==> src/rtl/i2cs_pkg.sv <==
// Shared constants for the I2C-slave mailbox register block: register
// addresses, STATUS bit positions and a helper that assembles STATUS.
package i2cs_pkg;

    // Register map
    localparam logic [7:0] ADDR_ID           = 8'h00;
    localparam logic [7:0] ADDR_DEBOUNCE_LEN = 8'h01;
    localparam logic [7:0] ADDR_SCL_DELAY    = 8'h02;
    localparam logic [7:0] ADDR_SDA_DELAY    = 8'h03;
    localparam logic [7:0] ADDR_SCRATCH      = 8'h04;
    localparam logic [7:0] ADDR_I2H_DATA     = 8'h10;
    localparam logic [7:0] ADDR_H2I_DATA     = 8'h11;
    localparam logic [7:0] ADDR_STATUS       = 8'h12;
    localparam logic [7:0] ADDR_I2H_COUNT    = 8'h13;
    localparam logic [7:0] ADDR_H2I_COUNT    = 8'h14;

    // STATUS bit positions
    localparam int STS_I2H_FULL      = 0;
    localparam int STS_I2H_EMPTY     = 1;
    localparam int STS_H2I_FULL      = 2;
    localparam int STS_H2I_EMPTY     = 3;
    localparam int STS_I2H_OVERFLOW  = 4;
    localparam int STS_H2I_UNDERFLOW = 5;

    // Assemble the STATUS byte; bits [7:6] always read 0.
    function automatic logic [7:0] build_status(
        input logic i2h_full,
        input logic i2h_empty,
        input logic h2i_full,
        input logic h2i_empty,
        input logic i2h_overflow,
        input logic h2i_underflow
    );
        logic [7:0] s;
        s                    = 8'h00;
        s[STS_I2H_FULL]      = i2h_full;
        s[STS_I2H_EMPTY]     = i2h_empty;
        s[STS_H2I_FULL]      = h2i_full;
        s[STS_H2I_EMPTY]     = h2i_empty;
        s[STS_I2H_OVERFLOW]  = i2h_overflow;
        s[STS_H2I_UNDERFLOW] = h2i_underflow;
        return s;
    endfunction

endpackage

==> src/rtl/i2cs_sync_fifo.sv <==
// Single-clock FIFO used by both mailbox directions. A push is accepted only
// when the FIFO is not full at that edge (a same-cycle pop does not make room),
// a pop only when it is not empty. The head reads 0 while empty.
module i2cs_sync_fifo #(
    parameter int DEPTH = 8,
    parameter int WIDTH = 8,
    localparam int AW = (DEPTH > 1) ? $clog2(DEPTH) : 1,
    localparam int CW = $clog2(DEPTH + 1)
) (
    input  logic             clk,
    input  logic             rst,
    input  logic             push,
    input  logic [WIDTH-1:0] wdata,
    input  logic             pop,
    output logic             full,
    output logic             empty,
    output logic [CW-1:0]    count,
    output logic [WIDTH-1:0] head
);

    logic [WIDTH-1:0] mem [DEPTH];
    logic [AW-1:0]    wr_ptr;
    logic [AW-1:0]    rd_ptr;
    logic             do_push;
    logic             do_pop;

    assign full    = (count == CW'(DEPTH));
    assign empty   = (count == '0);
    assign do_push = push && !full;
    assign do_pop  = pop && !empty;
    assign head    = empty ? '0 : mem[rd_ptr];

    // Pointer and occupancy update; DEPTH is a power of two so pointers wrap naturally.
    always_ff @(posedge clk or posedge rst) begin
        if (rst) begin
            wr_ptr <= '0;
            rd_ptr <= '0;
            count  <= '0;
        end else begin
            if (do_push) begin
                wr_ptr <= wr_ptr + AW'(1);
            end
            if (do_pop) begin
                rd_ptr <= rd_ptr + AW'(1);
            end
            case ({do_push, do_pop})
                2'b10:   count <= count + CW'(1);
                2'b01:   count <= count - CW'(1);
                default: count <= count;
            endcase
        end
    end

    // Storage write; contents need no reset because empty masks the head.
    always_ff @(posedge clk) begin
        if (do_push) begin
            mem[wr_ptr] <= wdata;
        end
    end

endmodule

==> src/rtl/i2cs_mailbox_regs.sv <==
// I2C-slave register block: ID, timing lengths, scratch, and two mailboxes
// (I2C-to-host and host-to-I2C) with status, counts and sticky error flags.
//
// Host ports use valid/ready: a byte moves on a rising edge where valid and
// ready are both high; valid never depends on ready within this block.
module i2cs_mailbox_regs
    import i2cs_pkg::*;
#(
    parameter int         FIFO_DEPTH = 8,
    parameter logic [7:0] ID_VALUE   = 8'hA5,
    parameter logic [7:0] LEN_RST    = 8'd2
) (
    input  logic       clk,
    input  logic       rst,
    input  logic [7:0] i2c_reg_addr_i,
    input  logic [7:0] i2c_reg_wdata_i,
    input  logic       i2c_reg_wrenable_i,
    output logic [7:0] i2c_reg_rddata_o,
    input  logic       i2c_reg_rd_byte_complete_i,
    output logic [7:0] i2c_debounce_len_o,
    output logic [7:0] i2c_scl_delay_len_o,
    output logic [7:0] i2c_sda_delay_len_o,
    input  logic [7:0] h2i_data_i,
    input  logic       h2i_valid_i,
    output logic       h2i_ready_o,
    output logic [7:0] i2h_data_o,
    output logic       i2h_valid_o,
    input  logic       i2h_ready_i
);

    localparam int CW = $clog2(FIFO_DEPTH + 1);

    logic [7:0]    debounce_len;
    logic [7:0]    scl_delay_len;
    logic [7:0]    sda_delay_len;
    logic [7:0]    scratch;
    logic          i2h_overflow;
    logic          h2i_underflow;

    logic          i2h_full, i2h_empty, h2i_full, h2i_empty;
    logic [CW-1:0] i2h_count, h2i_count;
    logic [7:0]    i2h_head, h2i_head;

    logic          wr_i2h, wr_status, rd_done_h2i;
    logic          ovf_set, unf_set;
    logic [7:0]    status;

    assign wr_i2h      = i2c_reg_wrenable_i && (i2c_reg_addr_i == ADDR_I2H_DATA);
    assign wr_status   = i2c_reg_wrenable_i && (i2c_reg_addr_i == ADDR_STATUS);
    assign rd_done_h2i = i2c_reg_rd_byte_complete_i && (i2c_reg_addr_i == ADDR_H2I_DATA);
    assign ovf_set     = wr_i2h && i2h_full;
    assign unf_set     = rd_done_h2i && h2i_empty;

    i2cs_sync_fifo #(.DEPTH(FIFO_DEPTH), .WIDTH(8)) u_i2h_fifo (
        .clk   (clk),
        .rst   (rst),
        .push  (wr_i2h),
        .wdata (i2c_reg_wdata_i),
        .pop   (i2h_ready_i),
        .full  (i2h_full),
        .empty (i2h_empty),
        .count (i2h_count),
        .head  (i2h_head)
    );

    i2cs_sync_fifo #(.DEPTH(FIFO_DEPTH), .WIDTH(8)) u_h2i_fifo (
        .clk   (clk),
        .rst   (rst),
        .push  (h2i_valid_i),
        .wdata (h2i_data_i),
        .pop   (rd_done_h2i),
        .full  (h2i_full),
        .empty (h2i_empty),
        .count (h2i_count),
        .head  (h2i_head)
    );

    assign h2i_ready_o = !h2i_full;
    assign i2h_valid_o = !i2h_empty;
    assign i2h_data_o  = i2h_head;

    assign i2c_debounce_len_o  = debounce_len;
    assign i2c_scl_delay_len_o = scl_delay_len;
    assign i2c_sda_delay_len_o = sda_delay_len;

    // Read/write configuration registers.
    always_ff @(posedge clk or posedge rst) begin
        if (rst) begin
            debounce_len  <= LEN_RST;
            scl_delay_len <= LEN_RST;
            sda_delay_len <= LEN_RST;
            scratch       <= 8'h00;
        end else if (i2c_reg_wrenable_i) begin
            case (i2c_reg_addr_i)
                ADDR_DEBOUNCE_LEN: debounce_len  <= i2c_reg_wdata_i;
                ADDR_SCL_DELAY:    scl_delay_len <= i2c_reg_wdata_i;
                ADDR_SDA_DELAY:    sda_delay_len <= i2c_reg_wdata_i;
                ADDR_SCRATCH:      scratch       <= i2c_reg_wdata_i;
                default: ;
            endcase
        end
    end

    // Sticky error flags: a set event outranks a same-cycle write-1-to-clear.
    always_ff @(posedge clk or posedge rst) begin
        if (rst) begin
            i2h_overflow  <= 1'b0;
            h2i_underflow <= 1'b0;
        end else begin
            if (ovf_set) begin
                i2h_overflow <= 1'b1;
            end else if (wr_status && i2c_reg_wdata_i[STS_I2H_OVERFLOW]) begin
                i2h_overflow <= 1'b0;
            end
            if (unf_set) begin
                h2i_underflow <= 1'b1;
            end else if (wr_status && i2c_reg_wdata_i[STS_H2I_UNDERFLOW]) begin
                h2i_underflow <= 1'b0;
            end
        end
    end

    assign status = build_status(i2h_full, i2h_empty, h2i_full, h2i_empty,
                                 i2h_overflow, h2i_underflow);

    // Combinational read mux; unmapped and write-only addresses read 0.
    always_comb begin
        i2c_reg_rddata_o = 8'h00;
        case (i2c_reg_addr_i)
            ADDR_ID:           i2c_reg_rddata_o = ID_VALUE;
            ADDR_DEBOUNCE_LEN: i2c_reg_rddata_o = debounce_len;
            ADDR_SCL_DELAY:    i2c_reg_rddata_o = scl_delay_len;
            ADDR_SDA_DELAY:    i2c_reg_rddata_o = sda_delay_len;
            ADDR_SCRATCH:      i2c_reg_rddata_o = scratch;
            ADDR_H2I_DATA:     i2c_reg_rddata_o = h2i_head;
            ADDR_STATUS:       i2c_reg_rddata_o = status;
            ADDR_I2H_COUNT:    i2c_reg_rddata_o = {{(8-CW){1'b0}}, i2h_count};
            ADDR_H2I_COUNT:    i2c_reg_rddata_o = {{(8-CW){1'b0}}, h2i_count};
            default:           i2c_reg_rddata_o = 8'h00;
        endcase
    end

endmodule
==> config.mk <==
export PLATFORM = sky130hd
export DESIGN_NAME = i2cs_mailbox_regs
export DESIGN_NICKNAME = d
export VERILOG_FILES = /design/src/rtl/i2cs_pkg.sv /design/src/rtl/i2cs_sync_fifo.sv /design/src/rtl/i2cs_mailbox_regs.sv
export SDC_FILE = /design/constraint.sdc
export NUM_CORES = 1
export LEC_CHECK = 0
export ABC_AREA = 1
export BUFFER_PORTS_ARGS = -buffer_cell sky130_fd_sc_hd__buf_2
export CAP_MARGIN = 40
export CORE_MARGIN = 5
export CORE_UTILIZATION = 60
export DETAILED_ROUTE_END_ITERATION = 6
export GPL_TIMING_DRIVEN = 1
export PLACE_DENSITY = 0.91
export SLEW_MARGIN = 5
export SYNTH_ARGS = -nofsm -noshare
export SYNTH_HDL_FRONTEND = slang
export SYNTH_SLANG_ARGS = --single-unit
==> constraint.sdc <==
create_clock -name clk -period 2.2 [get_ports clk]
set_input_delay 0 -clock clk [delete_from_list [all_inputs] [get_ports clk]]
set_output_delay 0 -clock clk [all_outputs]
set_load 0.01 [all_outputs]
=== Word level (Yosys, flattened, before mapping) ===
Memories as Yosys holds them, arrays and structs flattened.
Cells that the tools add are included.

* $add $sub $neg: 8
* Equality and inequality tests: 15
* Multiplexer cells: 13
* Reductions and logical operators: 26

{| class="wikitable"
|+ Operators by type and width
! operator !! count
|-
| case mux 8 bit (9 select lines) || 1
|-
| equality test 8 x 5 -> 1 bit (second input constant) || 5
|-
| equality test 8 x 2 -> 1 bit (second input constant) || 2
|-
| 2-to-1 mux 8 bit || 2
|-
| case mux 4 bit (2 select lines) || 2
|-
| adder 3 x 1 -> 3 bit (second input constant) || 4
|-
| logical AND 1 bit || 11
|-
| adder 4 x 1 -> 4 bit (second input constant) || 2
|-
| equality test 4 bit (second input constant) || 2
|-
| equality test 8 x 1 -> 1 bit (second input constant) || 1
|-
| equality test 8 x 3 -> 1 bit (second input constant) || 1
|-
| zero test 4 bit || 2
|-
| zero test 8 bit || 1
|-
| 2-to-1 mux 1 bit || 8
|-
| AND reduction 2 bit || 4
|-
| nonzero test 2 bit || 4
|-
| subtractor 4 x 1 -> 4 bit (second input constant) || 2
|-
| equality test 2 x 1 -> 1 bit (second input constant) || 2
|-
| equality test 2 bit (second input constant) || 2
|-
| zero test 1 bit || 4
|}

* Register bits: 54
* Memory bits (writable): 128
* Input bits: 30
* Output and inout bits: 42
* Word-level logic and storage cells: 76
* Memories: 2

{| class="wikitable"
|+ Memory list
! name !! depth !! width !! read ports !! clocked after memory_dff !! write ports !! line !! text
|-
| u_h2i_fifo.mem || 8 || 8 || 1 || 0 || 1 || i2cs_sync_fifo.sv:21 || <nowiki>logic [WIDTH-1:0] mem [DEPTH];</nowiki>
|-
| u_i2h_fifo.mem || 8 || 8 || 1 || 0 || 1 || i2cs_sync_fifo.sv:21 ||
|}

=== Logic depth before layout (Yosys ltp) ===
* Depth after elaboration: 5
* Mapped depth: 15
* Depth with buffers taken out: 15

=== Modules after synthesis ===
From an unflattened synthesis, not the netlist that was laid out.

* Cells, all modules: 814
* Area, all modules: 8,416.8 um2

{| class="wikitable"
|+ By module, submodules not included
! module !! times used !! cells an instance !! area an instance (um2) !! seq. area each (um2)
|-
| i2cs_sync_fifo (u_h2i_fifo) || 1 || 269 || 3,174.3 || 2,172.1
|-
| i2cs_sync_fifo (u_i2h_fifo) || 1 || 269 || 3,170.5 || 2,172.1
|-
| i2cs_mailbox_regs || 1 || 276 || 2,072.0 || 854.6
|}

=== Worst setup path before layout ===
OpenSTA, ideal clock, no wires.

* Kind: register to register
* Start: register u_h2i_fifo.count[0]
* End: register u_h2i_fifo.count[2]
* Setup time: 0.129 ns
* Data arrival time: 1.863 ns
* Path slack: 0.208 ns
* Stages on the path, launching flop included: 13
* Path buffers: 0
* Path through: dfrtp_1 nor2_1 nand3_1 inv_1 nor3_1 ha_1 nand2_1 inv_1 nor2_1 ha_1 a21oi_1 xor2_1 o21ai_0

* Word-level cells in the longest chain between the ends: 5

{| class="wikitable"
|+ Ends and longest elaborated chain
! what !! line !! text
|-
| start: declaration || i2cs_sync_fifo.sv:17 || <nowiki>output logic [CW-1:0] count,</nowiki>
|-
| start signal: assignment || i2cs_sync_fifo.sv:47 || <nowiki>2'b10: count <= count + CW'(1);</nowiki>
|-
| start signal: assignment || i2cs_sync_fifo.sv:48 || <nowiki>2'b01: count <= count - CW'(1);</nowiki>
|-
| start signal: assignment || i2cs_sync_fifo.sv:49 || <nowiki>default: count <= count;</nowiki>
|-
| zero test 4 bit * || i2cs_sync_fifo.sv:28 || <nowiki>assign empty = (count == '0);</nowiki>
|-
| zero test 1 bit * || i2cs_sync_fifo.sv:30 || <nowiki>assign do_pop = pop && !empty;</nowiki>
|-
| logical AND 1 bit * || i2cs_sync_fifo.sv:30 ||
|-
| named net u_h2i_fifo.do_pop || i2cs_sync_fifo.sv:25 || <nowiki>logic do_pop;</nowiki>
|-
| equality test 2 x 1 -> 1 bit or equality test 2 bit (tied branches) || i2cs_sync_fifo.sv:46 || <nowiki>case ({do_push, do_pop})</nowiki>
|-
| case mux 4 bit (2 select lines) or nonzero test 2 bit (tied branches) || n/a ||
|}

Mark *: on every way through the listed nets, which the timed path passes. The rest lies on a longest branch.
A chain may end at the register's enable or synchronous reset.

=== Final worst setup path ===
* Start: register u_h2i_fifo.rd_ptr[0]
* End: output i2c_reg_rddata_o[7]

* Word-level cells in the longest chain between the ends: 3

{| class="wikitable"
|+ Ends and longest elaborated chain
! what !! line !! text
|-
| start: declaration || i2cs_sync_fifo.sv:23 || <nowiki>logic [AW-1:0] rd_ptr;</nowiki>
|-
| start signal: assignment || i2cs_sync_fifo.sv:44 || <nowiki>rd_ptr <= rd_ptr + AW'(1);</nowiki>
|-
| memory (8 x 8 bit) || n/a ||
|-
| 2-to-1 mux 8 bit || i2cs_sync_fifo.sv:31 || <nowiki>assign head = empty ? '0 : mem[rd_ptr];</nowiki>
|-
| case mux 8 bit (9 select lines) || i2cs_mailbox_regs.sv:129 || <nowiki>case (i2c_reg_addr_i)</nowiki>
|-
| end: declaration || i2cs_mailbox_regs.sv:18 || <nowiki>output logic [7:0] i2c_reg_rddata_o,</nowiki>
|}

Every way passes these cells.

==> impl_results.md <==
* Run status: finished, violations left
* Failing checks: DRC
* Startpoint Class: flip-flop
* Relative slew slack at 0.4407
* Avg WL per Cell at about 18 µm
* WL met2 at 10,490 µm
* Core area at approximately 14,000 µm²
* Fmax achieved at 481.8 MHz
* Setup CP Type: flip-flop to primary output
* Die area at 16,410 µm²
* Ys Warns at 0
* Vias per cell at a little under 6
* Crit path buf inv count at 3
* Remaining DRCs at 12
* GP Congestion at 0.8892
* Fillers at between 900 and 1,000
* Fin crit period at approximately 2.1 ns
* Synth top area cells: edfxtp_1 46%, dfrtp_1 15%, nand2_1 9.2%, nor2_1 5.9%, o21ai_0 4.7%
* Final hold vios at 0
* Reg-to-reg slack, setup at 0.14 ns
* Post-synth top area cell: edfxtp_1
* Synthesized flop and latch total at about 180
* Vias in the first global route at ~6,600
* Final WL at between 20,000 and 25,000 µm
* CP Launch Point: u_h2i_fifo.rd_ptr[0]
* Nets at 1,014
* Post-route ant nets at 0
* VDD IR max at 661.6 µV
* Clock power frac at 0.304
* Hold_ws at 0.03318 ns
* Crit path max fanout at 33
* CTS root buffer: clkbuf_16
* M1 WL at 8172 µm
* Ports at 72
* Die width at 128.1 µm
* Max_cap viols at 0
* 1st-iter DRT viols at between 1,000 and 1,500
* Area Growth Syn to Fin at 18.72%
* Critical path depth at 9
* Dpl hpwl at 14,090 µm
* Max stage delay cell, worst path: dfrtp_2
* Seq pwr share at 0.433
* CP endpoint: i2c_reg_rddata_o[7]
* CP dominant cell by count: nand2_1
* Total gr overflow at 0
* Layout cells sized above 1 at 0.2057
* Via count at ~7,000
* Initial antenna violation count at 0
* Initial Util at 0.6075
* Pwr dens at 997.2 nW/µm²
* Syn_area_per_cell at 9.751 µm²
* Area of the multi-input gates at 2800 µm²
* Critical Path, Cell by Cell: inv_1 > buf_6 > o21ai_0 > nand2_1 > nand2_1 > nand2_1 > nand2_1 > nand2_1 > buf_2
* NetSw at 3336 µW
* Cts bufs inserted at 17
* Worst Path Required at 2.20 ns
* GRT Util Overall at 0.2739
* Comb power frac at 0.263
* Final period utilization at 0.9434
* Slowest Stage Delay on Critical Path at 0.52 ns
* Clock transition at path regs at 0.07 ns
* Placed cell area at roughly 9000 µm²
* Sw Ratio at 0.3368
* Seq/Total Area, Yosys at 0.6214
* First-pass iteration count of the detailed router at 7
* CP top delay family: flip-flops
* Post-synth cell types at 34
* Core Rows at between 40 and 50
* Worst reg-to-reg path cell count at 6
* Final Slew Violations at 0
* Clock sink count at 182
* Net count after synthesis at 898
* Global-route wire length before repair at 34,730 µm
* Clk_skew at 0.01123 ns
* Max Buffers Root-to-Sink at 2
* Antenna diode count at 0
* Tightest Pin Transition at 0.8358 ns
* Die Y-Extent at 128.1 µm
* Setup violators final at 0
* Clk Latency, worst-skew pair at 0.44 ns
* Leakage at 0.004342 µW
* Met3 routed WL at a little over 2000 µm
* Synth Instances at 858
* Netlist Area Pre-Place at approximately 8400 µm²
* CTS tree: yes
* Fin area at 9933 µm²
* Reg2reg end: u_i2h_fifo.mem[1][5]
* Setup crit end kind: primary output
* Critical R2R Launch: u_i2h_fifo.count[1]
* Hold Path Class: primary input to flip-flop
* Uppermost layer routed: met4
* RSZ-0062 raised after global routing: no
* H-tree depth at 4
* Largest net degree at the start of global routing at 55
* CP arrival at 2.08 ns
* Internal power at 6570 µW
* Yosys top cell area share at 0.4594
* Number of port buffers at 71
* Register Area at between 5000 and 6000 µm²
==> registers in the layout, indices dropped and copies added (netlist names) <==
signal / count
u_h2i_fifo.mem: 64
u_i2h_fifo.mem: 64
i2c_debounce_len_o: 8
i2c_scl_delay_len_o: 8
i2c_sda_delay_len_o: 8
scratch: 8
u_h2i_fifo.count: 4
u_i2h_fifo.count: 4
u_h2i_fifo.rd_ptr: 3
u_h2i_fifo.wr_ptr: 3
u_i2h_fifo.rd_ptr: 3
u_i2h_fifo.wr_ptr: 3
h2i_underflow: 1
i2h_overflow: 1
==> what timing repair did <==
item	4_1_cts	5_1_grt
hold buffers	21	0
buffers inserted	0	3
gates cloned	0	0
hold endpoints to repair	187	0
pin swaps	0	1
resized for setup	6	15
setup endpoints to repair	6	15
==> cell type report <==
| type | count | area share |
|---|---|---|
| Timing Repair Buffer | 128 | 0.08528 |
| Clock buffer | 17 | 0.04283 |
| Sequential cell | 182 | 0.5237 |
| Inverter | 69 | 0.02658 |
| Tap cell | 180 | 0.02267 |
| Multi-Input combinational cell | 576 | 0.2819 |
| Clock inverter | 15 | 0.01700 |
==> power groups by stage <==
stage	Clock, µW	Combinational (µW)	Sequential [µW]
global placement	0	2310	4310
floorplan	0	1590	4250
detailed placement	0	2430	4330
global route	3180	2900	4310
CTS	3010	2510	4270
finish	3010	2610	4290
==> cell families (layout without fill, tap and decap cells) <==
logic type               after synthesis  count (layout)  synth area share
AND/OR/NAND/NOR                      443             443            0.2285
adder cells (fa/ha/maj)               10              10           0.01495
AO/OA/AOI/OAI                        113             113           0.07507
buffers and inverters                100             229           0.04965
flip-flops                           182             182            0.6214
XOR/XNOR                              10              10           0.01047
==> layout by cell type, fill, tap and decap left out, types with 6 or more instances in the layout <==
master	n
dlygate4sd3_1	21
nor2_1	130
o21ai_0	77
xor2_1	7
buf_4	34
o21ai_1	16
inv_1	54
nand3_1	77
nand2_1	205
nand2_2	6
clkbuf_16	17
o21ai_2	16
ha_1	8
inv_2	13
dfrtp_1	48
nor2_4	6
edfxtp_1	128
buf_2	71
==> stage by stage <==
step | setup TNS, ns | setup slack (ns) | util | total power, µW | cells
2_1_floorplan | 0 | 0.2076 | - | 5847 | 858
3_3_place_gp | 0 | 0.1655 | 0.6564 | 6617 | 1111
3_5_place_dp | -0.07264 | -0.07264 | 0.6564 | 6760 | 1111
4_1_cts | 0 | 0.02580 | 0.7157 | 9788 | 1164
5_1_grt | 0 | 0.005329 | 0.7212 | 10390 | 1167
6_report | 0 | 0.1245 | 0.7212 | 9906 | 1167
==> layer usage <==
| layer | vias to the layer above | GRT usage |
|---|---|---|
| met3 | 85 | 0.05583 |
| met4 | 0 | 0.1211 |
| met2 | 468 | 0.4439 |
| met5 | - | 0 |
| met1 | 3218 | 0.3597 |
| li1 | 3093 | - |
==> cells in the mapped netlist (all sizes together) <==
| cell | count |
|---|---|
| a21oi | 3 |
| and2 | 1 |
| buf | 20 |
| clkbuf | 11 |
| dfrtp | 51 |
| dfstp | 3 |
| edfxtp | 128 |
| ha | 10 |
| inv | 69 |
| nand2 | 214 |
| nand3 | 79 |
| nand3b | 1 |
| nand4 | 6 |
| nor2 | 140 |
| nor3 | 1 |
| o21ai | 109 |
| o31ai | 1 |
| or2 | 1 |
| xnor2 | 3 |
| xor2 | 7 |
==> how the worst min path moves through the flow <==
| stage | start | to | slack (ns) | depth (start not counted) |
|---|---|---|---|---|
| floorplan | h2i_data_i[0] | u_h2i_fifo.mem[0][0] | 0.1 | 0 |
| global placement | rst | u_h2i_fifo.rd_ptr[1] | 0.24 | 3 |
| detailed placement | rst | u_i2h_fifo.rd_ptr[2] | 0.24 | 3 |
| CTS | i2c_reg_wrenable_i | i2c_scl_delay_len_o[1] | 0.03 | 3 |
| global route | i2c_reg_wrenable_i | i2c_scl_delay_len_o[1] | 0.05 | 3 |
| finish | i2c_reg_wrenable_i | i2c_scl_delay_len_o[1] | 0.03 | 3 |
==> worst reg2reg max path, cell delays in order (launching register included) <==
cell and delay (ns):
dfrtp_1 0.41, inv_2 0.08, nand2_1 0.13, nor2_4 0.06, inv_2 0.13, nand3_1 0.19, nor2_1 0.69
Note: power is estimated with default switching activity, not from simulation.
